<file path="src/rtl/seven_seg_scanner.sv">
// Multiplexed 4-digit 7-segment scanner: one digit per slot with leading dead time,
// frame-latched input word and registered segment/anode outputs.
module seven_seg_scanner #(
  parameter int DIGIT_CYCLES    = 50000,
  parameter int BLANK_CYCLES    = 500,
  parameter int SEG_ACTIVE_LOW  = 1,
  parameter int AN_ACTIVE_LOW   = 1,
  parameter int LEAD_ZERO_BLANK = 0
) (
  input  logic        clk,
  input  logic        rst_n,
  input  logic [15:0] digits_in,
  input  logic [3:0]  dp_in,
  input  logic        enable,
  output logic [6:0]  seg,
  output logic        dp,
  output logic [3:0]  an,
  output logic        frame_start
);

  localparam int CW = $clog2(DIGIT_CYCLES);
  localparam logic [CW-1:0] CYC_LAST  = CW'(DIGIT_CYCLES - 1);
  localparam logic [CW-1:0] BLANK_END = CW'(BLANK_CYCLES);
  localparam logic [6:0]    SEG_OFF   = (SEG_ACTIVE_LOW != 0) ? 7'h7F : 7'h00;
  localparam logic          DP_OFF    = (SEG_ACTIVE_LOW != 0) ? 1'b1 : 1'b0;
  localparam logic [3:0]    AN_OFF    = (AN_ACTIVE_LOW != 0) ? 4'hF : 4'h0;

  // Active-high hex decode, bit order g..a
  function automatic logic [6:0] decode_nibble(input logic [3:0] n);
    logic [6:0] s;
    case (n)
      4'h0:    s = 7'h3F;
      4'h1:    s = 7'h06;
      4'h2:    s = 7'h5B;
      4'h3:    s = 7'h4F;
      4'h4:    s = 7'h66;
      4'h5:    s = 7'h6D;
      4'h6:    s = 7'h7D;
      4'h7:    s = 7'h07;
      4'h8:    s = 7'h7F;
      4'h9:    s = 7'h6F;
      4'hA:    s = 7'h77;
      4'hB:    s = 7'h7C;
      4'hC:    s = 7'h39;
      4'hD:    s = 7'h5E;
      4'hE:    s = 7'h79;
      4'hF:    s = 7'h71;
      default: s = 7'h00;
    endcase
    return s;
  endfunction

  // Bit k set means digit k is a leading zero; digit 0 always shows
  function automatic logic [3:0] lead_zero_mask(input logic [15:0] d);
    logic [3:0] m;
    m[3] = (d[15:12] == 4'h0);
    m[2] = m[3] && (d[11:8] == 4'h0);
    m[1] = m[2] && (d[7:4] == 4'h0);
    m[0] = 1'b0;
    return m;
  endfunction

  logic [CW-1:0] cyc_r, cyc_nxt_s;
  logic [1:0]    idx_r, idx_nxt_s;
  logic [15:0]   shadow_d_r, shadow_d_nxt_s;
  logic [3:0]    shadow_dp_r, shadow_dp_nxt_s;
  logic          latch_s, drive_s;
  logic [3:0]    blank_mask_s;
  logic [3:0]    nibble_s;
  logic [6:0]    seg_r, seg_nxt_s;
  logic          dp_r, dp_nxt_s;
  logic [3:0]    an_r, an_nxt_s;
  logic          frame_start_r;

  // Next scan position, frame latch and the output values for that position
  always_comb begin
    cyc_nxt_s       = cyc_r;
    idx_nxt_s       = idx_r;
    shadow_d_nxt_s  = shadow_d_r;
    shadow_dp_nxt_s = shadow_dp_r;
    an_nxt_s        = AN_OFF;
    seg_nxt_s       = SEG_OFF;
    dp_nxt_s        = DP_OFF;
    blank_mask_s    = 4'b0000;

    latch_s = (idx_r == 2'd3) && (cyc_r == CYC_LAST);

    if (cyc_r == CYC_LAST) begin
      cyc_nxt_s = {CW{1'b0}};
      idx_nxt_s = idx_r + 2'd1;
    end else begin
      cyc_nxt_s = cyc_r + CW'(1);
      idx_nxt_s = idx_r;
    end

    if (latch_s) begin
      shadow_d_nxt_s  = digits_in;
      shadow_dp_nxt_s = dp_in;
    end else begin
      shadow_d_nxt_s  = shadow_d_r;
      shadow_dp_nxt_s = shadow_dp_r;
    end

    if (LEAD_ZERO_BLANK != 0) begin
      blank_mask_s = lead_zero_mask(shadow_d_nxt_s);
    end else begin
      blank_mask_s = 4'b0000;
    end

    nibble_s = shadow_d_nxt_s[{idx_nxt_s, 2'b00} +: 4];
    drive_s  = enable && (cyc_nxt_s >= BLANK_END) && !blank_mask_s[idx_nxt_s];

    // Outputs are computed from next-state so they line up with idx/cyc in the same cycle
    if (drive_s) begin
      an_nxt_s  = AN_OFF ^ (4'b0001 << idx_nxt_s);
      seg_nxt_s = decode_nibble(nibble_s) ^ SEG_OFF;
      dp_nxt_s  = shadow_dp_nxt_s[idx_nxt_s] ^ DP_OFF;
    end else begin
      an_nxt_s  = AN_OFF;
      seg_nxt_s = SEG_OFF;
      dp_nxt_s  = DP_OFF;
    end
  end

  // Scan counters, frame shadows and registered display outputs
  always_ff @(posedge clk) begin
    if (!rst_n) begin
      cyc_r         <= CYC_LAST;
      idx_r         <= 2'd3;
      shadow_d_r    <= 16'h0000;
      shadow_dp_r   <= 4'h0;
      frame_start_r <= 1'b0;
      an_r          <= AN_OFF;
      seg_r         <= SEG_OFF;
      dp_r          <= DP_OFF;
    end else begin
      cyc_r         <= cyc_nxt_s;
      idx_r         <= idx_nxt_s;
      shadow_d_r    <= shadow_d_nxt_s;
      shadow_dp_r   <= shadow_dp_nxt_s;
      frame_start_r <= latch_s;
      an_r          <= an_nxt_s;
      seg_r         <= seg_nxt_s;
      dp_r          <= dp_nxt_s;
    end
  end

  assign seg         = seg_r;
  assign dp          = dp_r;
  assign an          = an_r;
  assign frame_start = frame_start_r;

endmodule

</file>
<file path="config.mk">
export PLATFORM = sky130hd
export DESIGN_NAME = seven_seg_scanner
export DESIGN_NICKNAME = d
export VERILOG_FILES = /design/src/rtl/seven_seg_scanner.sv
export SDC_FILE = /design/constraint.sdc
export NUM_CORES = 1
export LEC_CHECK = 0
export CORE_MARGIN = 4
export CORE_UTILIZATION = 49
export DETAILED_ROUTE_END_ITERATION = 6
export PLACE_DENSITY_LB_ADDON = 0.05
export REMOVE_ABC_BUFFERS = 1
export SLEW_MARGIN = 20
export SYNTH_ARGS = -nofsm -noshare
export SYNTH_HDL_FRONTEND = slang
export SYNTH_SLANG_ARGS = --single-unit
</file>
<file path="constraint.sdc">
create_clock -name clk -period 3.4 [get_ports clk]
set_clock_uncertainty 0.15 [all_clocks]
set_input_delay 0.68 -clock clk [delete_from_list [all_inputs] [get_ports clk]]
set_output_delay 0.68 -clock clk [all_outputs]
set_load 0.01 [all_outputs]
</file>
Word level (Yosys, flattened, before mapping)
Memories as Yosys holds them, arrays and structs flattened.
Cells that the tools add are included.
{"block": "word_totals", "wordCells": 34, "memories": 1, "in_bits": 23, "output_inout_bits": 13, "register_bits": 51, "rom_bits": 112}
{"block": "op_classes", "n_lt_le_gt_ge": 2, "add_sub_neg": 2, "eq_ne": 2, "n_bitwise": 3, "n_reduce_logical": 5, "mux": 9, "shift": 2}
{"name": "(name not given)", "depth": 16, "width": 7, "rd": 1, "rd_ports_with_merged_regs": 0, "write_ports": 0, "line_no": "31", "rtl": "case (n)"}
{"cell": "2-to-1 mux 16 bit", "n": 2}
{"cell": "adder 16 x 1 -> 16 bit, second input constant", "n": 1}
{"cell": "== test 16 bit, second input constant", "n": 1}
{"cell": ">= comparator 16 x 9 -> 1 bit, second input constant", "n": 1}
{"cell": "variable part select 16 x 5 -> 4 bit", "n": 1}
{"cell": "2-to-1 mux 7 bit", "n": 1}
{"cell": "NOT 7 bit", "n": 1}
{"cell": "binary-select mux 1 bit (select 2 bit)", "n": 2}
{"cell": "2-to-1 mux 4 bit", "n": 1}
{"cell": "NOT 4 bit", "n": 1}
{"cell": "left shift 1 x 2 -> 4 bit, first input constant", "n": 1}
{"cell": "logical AND 1 bit", "n": 3}
{"cell": "< comparator 2 x 3 -> 1 bit, second input constant", "n": 1}
{"cell": "adder 2 x 1 -> 2 bit, second input constant", "n": 1}
{"cell": "== test 2 bit, second input constant", "n": 1}
{"cell": "2-to-1 mux 1 bit", "n": 2}
{"cell": "2-to-1 mux 2 bit", "n": 1}
{"cell": "AND reduction 2 bit", "n": 1}
{"cell": "zero test 1 bit", "n": 1}
{"cell": "NOT 1 bit", "n": 1}

Longest topological paths before layout
{"block": "logic_depth", "word_depth": 8, "ltp_mapped": 15, "mapped_depth_nobuf": 12}

Worst setup path after synthesis
OpenSTA, ideal clock, no wires.
{"block": "synth_path", "path_type": "reg-to-reg", "start": "reg cyc_r[11]", "end": "reg seg_r[0], in the netlist seg[0]", "stages_incl_launch_ff": 14, "path_slack_ns": -0.210, "setup_ns": 0.133, "path_buffers": 3, "t_required_ns": 3.117, "arrival_ns": 3.327, "synth_period_minus_slack_ns": 3.610, "cell_sequence": "dfxtp_1 buf_6 or4b_4 or4_4 buf_6 buf_2 mux2i_1 o22ai_1 nor2_1 inv_1 ha_1 or3_1 o21ai_1 o21ai_1"}
{"block": "synth_between", "elab_chain_len": 7, "word_cells_on_any_way": 17, "cone_classes": "add/sub (1); order compare (1); eq/ne (1); shift (1); mux (6); bitwise (1); reduce/logical (5); memory (1)"}
{"item": "from (decl)", "line_no": "63", "rtl": "logic [CW-1:0] cyc_r, cyc_nxt_s;"}
{"item": "from (signal assigned)", "line_no": "137", "rtl": "cyc_r <= cyc_nxt_s;"}
{"item": "branches (longest 7 deep; another with adder 16 x 1 -> 16 bit)"}
{"item": "to (signal assigned)", "line_no": "143", "rtl": "seg_r <= seg_nxt_s;"}
{"item": "to (decl)", "line_no": "70", "rtl": "logic [6:0] seg_r, seg_nxt_s;"}
Parallel ways; which one is timed is not known. The select of a mux whose other input is x is not followed.
A chain may end at the register's enable or synchronous reset.

Worst setup path in the final report
{"block": "layout_path", "start": "reg cyc_r[7]", "end": "reg seg_r[0], in the netlist seg[0]"}
Same word-level chain as after synthesis.

==> results.py <==
metrics = {
    "clocking": {
        "cts.sinks": 51,
        "cts-root-buf": "clkbuf_8",
        "cts_buffers": 5,
        "cts_tree": "done",
        "htreeDepth": 2,
        "cts_max_path_buffers": 2,
        "cts.clk_slew.worst_paths_ns": 0.09,
        "clk_latency_ns": 0.30,
        "holdBufCountCts": 0,
    },
    "floorplan": {
        "start_util": 0.5223,
        "dieArea_um2": 6382,
        "core_area_um2": 4848,
        "die_w_um": 79.89,
        "rows": 25,
        "die_h_um": 79.89,
        "io_pins": 36,
    },
    "power_and_ir_drop": {
        "leakagePower_nw": 1.356,
        "vdd_drop_max_uv": 532.6,
        "pwr_density_cell_nw_per_um2": 888.8,
        "p_total_mw": 2.852,
    },
    "timing": {
        "period_minus_slack_ns": 3.332,
        "relSlewSlack": 0.4580,
        "worst_slew_pin_slew_ns": 0.8121,
        "rsz0062_at_grt": "no",
        "fmax_ghz": 0.3001,
        "setup_tns_ns": 0,
        "final-max-slew-violation-count": 0,
        "setup_viol": 0,
        "hold_violations": 0,
        "finalCritPeriodShare": 0.9801,
        "setup_slack_ns": 0.06765,
    },
    "synth": {
        "synth_top_family_by_area": "simple AND/OR/NAND/NOR gates",
        "syn_area_um2": 2532,
        "synthArstFlopShare": 0,
        "synth_warnings": 0,
        "synth_top_area_cell": "dfxtp_1",
        "synth-simple-area-share": 0.2060,
        "netlist.area_leader.share": 0.4032,
        "synth_fa_ha_area_frac": 0.03953,
        "synthXorXnorAreaFrac": 0.04496,
        "syn_inst": 283,
        "ys_top_cells_by_area": "dfxtp_1, mux2i_1, nor2_1",
        "synth_compound_area_frac": 0.1374,
        "synth_edf_count": 0,
        "muxShareOfSynthArea": 0.1255,
        "synth.ff_latch_count": 51,
        "avgSynthCellArea_um2": 8.949,
        "synthDistinctLibCells": 48,
        "seq_area_frac_synth": 0.4032,
        "synth_flop_cell": "dfxtp_1",
    },
    "routing": {
        "ant_nets": 0,
        "wl_um": 5709,
        "first_pass_iters": 4,
        "drt-initial-drc-count": 49,
        "remaining_drc_errors": 0,
        "via_per_inst": 5.393,
        "wl_per_cell_um": 14.27,
        "vias": 2157,
    },
    "global_route": {
        "antenna_found_initial": 0,
        "grt_max_degree": 26,
        "gr-total-overflow": 0,
        "grt_pass1_wl_um": 9239,
        "grt_util_met3": 0.04628,
        "grt_util_met1": 0.2282,
        "grt.total_usage": 0.1862,
        "first_global_vias": 1959,
        "globalRouteMet2Util": 0.3187,
        "busiest_layer": "met2",
    },
    "critical_path": {
        "start_kind": "register",
        "crit_fanout": 11,
        "worstPathArrival_ns": 3.36,
        "endpoint_kind": "register",
        "crit_type": "reg -> reg",
        "cp.required_ns": 3.43,
    },
    "run": {
        "maxCapViolations": 0,
    },
    "cells_and_area": {
        "layout.nets": 363,
        "area_growth_pct": 26.73,
        "antenna_cells": 0,
        "drive_gt1_frac": 0.1441,
    },
    "run_status": {
        "run_status": "complete, no violations",
    },
    "placed_design": {
        "hpwl_um": 4215,
        "port_buffers": 35,
        "post-place-ws_ns": 0.05550,
        "gp_congestion": 0.8401,
    },
    "worst_hold_path": {
        "min_path_type": "reg -> reg",
    },
}
[cell type report]
cell class / instances / area, µm²
tap: 67 / 83.83
sequential: 51 / 1021
clock buffer: 6 / 82.58
fill: 428 / 1639
inverter: 6 / 22.52
clock inverter: 2 / 35.03
multi-input combinational: 208 / 1423
timing repair buffer: 60 / 541.8
[metrics by stage]
step	instances	hold WS, ns	area, µm²	utilization
global placement	390	0.3202	3058	0.6307
global route	400	0.3782	3209	0.6619
CTS	398	0.3537	3176	0.6550
detailed placement	390	0.3313	3058	0.6307
floorplan	265	0.3044	2445	-
finish	400	0.3492	3209	0.6619
[critical path, stage by stage (launching register included)]
cell and delay [ns]:
dfxtp_1 0.32, or4b_4 0.57, or4_4 0.69, buf_4 0.25, mux2i_1 0.21, nor2_1 0.09
or3_4 0.41, or3_1 0.36, o21ai_1 0.08, o21ai_1 0.08
[cell usage after synthesis (3+ instances only)]
master	count
dfxtp_1	51
nor2_1	36
mux2i_1	25
nand2_1	20
nand3_1	16
o21ai_0	16
clkbuf_1	12
a21oi_1	9
ha_1	8
xor2_1	8
inv_1	6
xnor2_1	5
a22oi_1	4
mux2_2	4
o211ai_1	4
and3_1	3
buf_2	3
nand4_1	3
nor4_1	3
o21ai_1	3
o221ai_1	3
o22ai_1	3
or3_1	3
[per-layer routing]
metal | part of all wire | wire length [µm] | up-vias
met1 | 0.46 | 2603 | 999
met3 | 0.037 | 214 | 6
met2 | 0.50 | 2830 | 46
li1 | - | - | 1106
met5 | 0 | 0 | -
met4 | 0.011 | 60 | 0
[registers in the layout, summed over array words and instances, names as in the netlist]
signal	cells
seg	7
frame_start	1
idx_r	2
shadow_dp_r	4
an	4
dp	1
cyc_r	16
shadow_d_r	16
[cells in the final DEF (no fill, tap or decap), types with 8 or more instances in the layout]
| master | n |
|---|---|
| dfxtp_1 | 51 |
| nor2_1 | 36 |
| clkdlybuf4s50_1 | 35 |
| mux2i_1 | 24 |
| buf_4 | 24 |
| nand2_1 | 20 |
| nand3_1 | 16 |
| o21ai_0 | 15 |
| a21oi_1 | 9 |
| xor2_1 | 8 |
[worst paths after layout]
check,start,to,slack [ns],cells after the start
max,cyc_r[7]$_SDFF_PN0_,seg[0]$_SDFF_PN1_,0.07,9
min reg2reg,shadow_d_r[11]$_SDFF_PN0_,shadow_d_r[11]$_SDFF_PN0_,0.35,2
min,shadow_d_r[11]$_SDFF_PN0_,shadow_d_r[11]$_SDFF_PN0_,0.35,2
max reg2reg,cyc_r[7]$_SDFF_PN0_,seg[0]$_SDFF_PN1_,0.07,9
[report_power, final]
part           switching (mW)  leakage, nW  internal [mW]  total, mW
sequential             0.0981        0.417          0.762      0.860
combinational           0.817        0.878          0.734       1.55
clock                   0.203       0.0612          0.238      0.441
[repair_timing]
item,in CTS,in global routing
endpoints found under the setup margin,0,6
gates resized for setup,0,5
setup buffers,0,2
[cells by family (layout without fill, tap and decap cells)]
logic type / Yosys count / count (layout)
xor gates and xnor gates: 13 / 13
AOI/OAI and AO/OA: 54 / 54
and+or+nand+nor: 103 / 103
adders and majority gates: 8 / 8
buffers and inverters: 24 / 74
muxes: 30 / 30
DFF: 51 / 51
No activity file was read; power rests on OpenSTA's default activity.
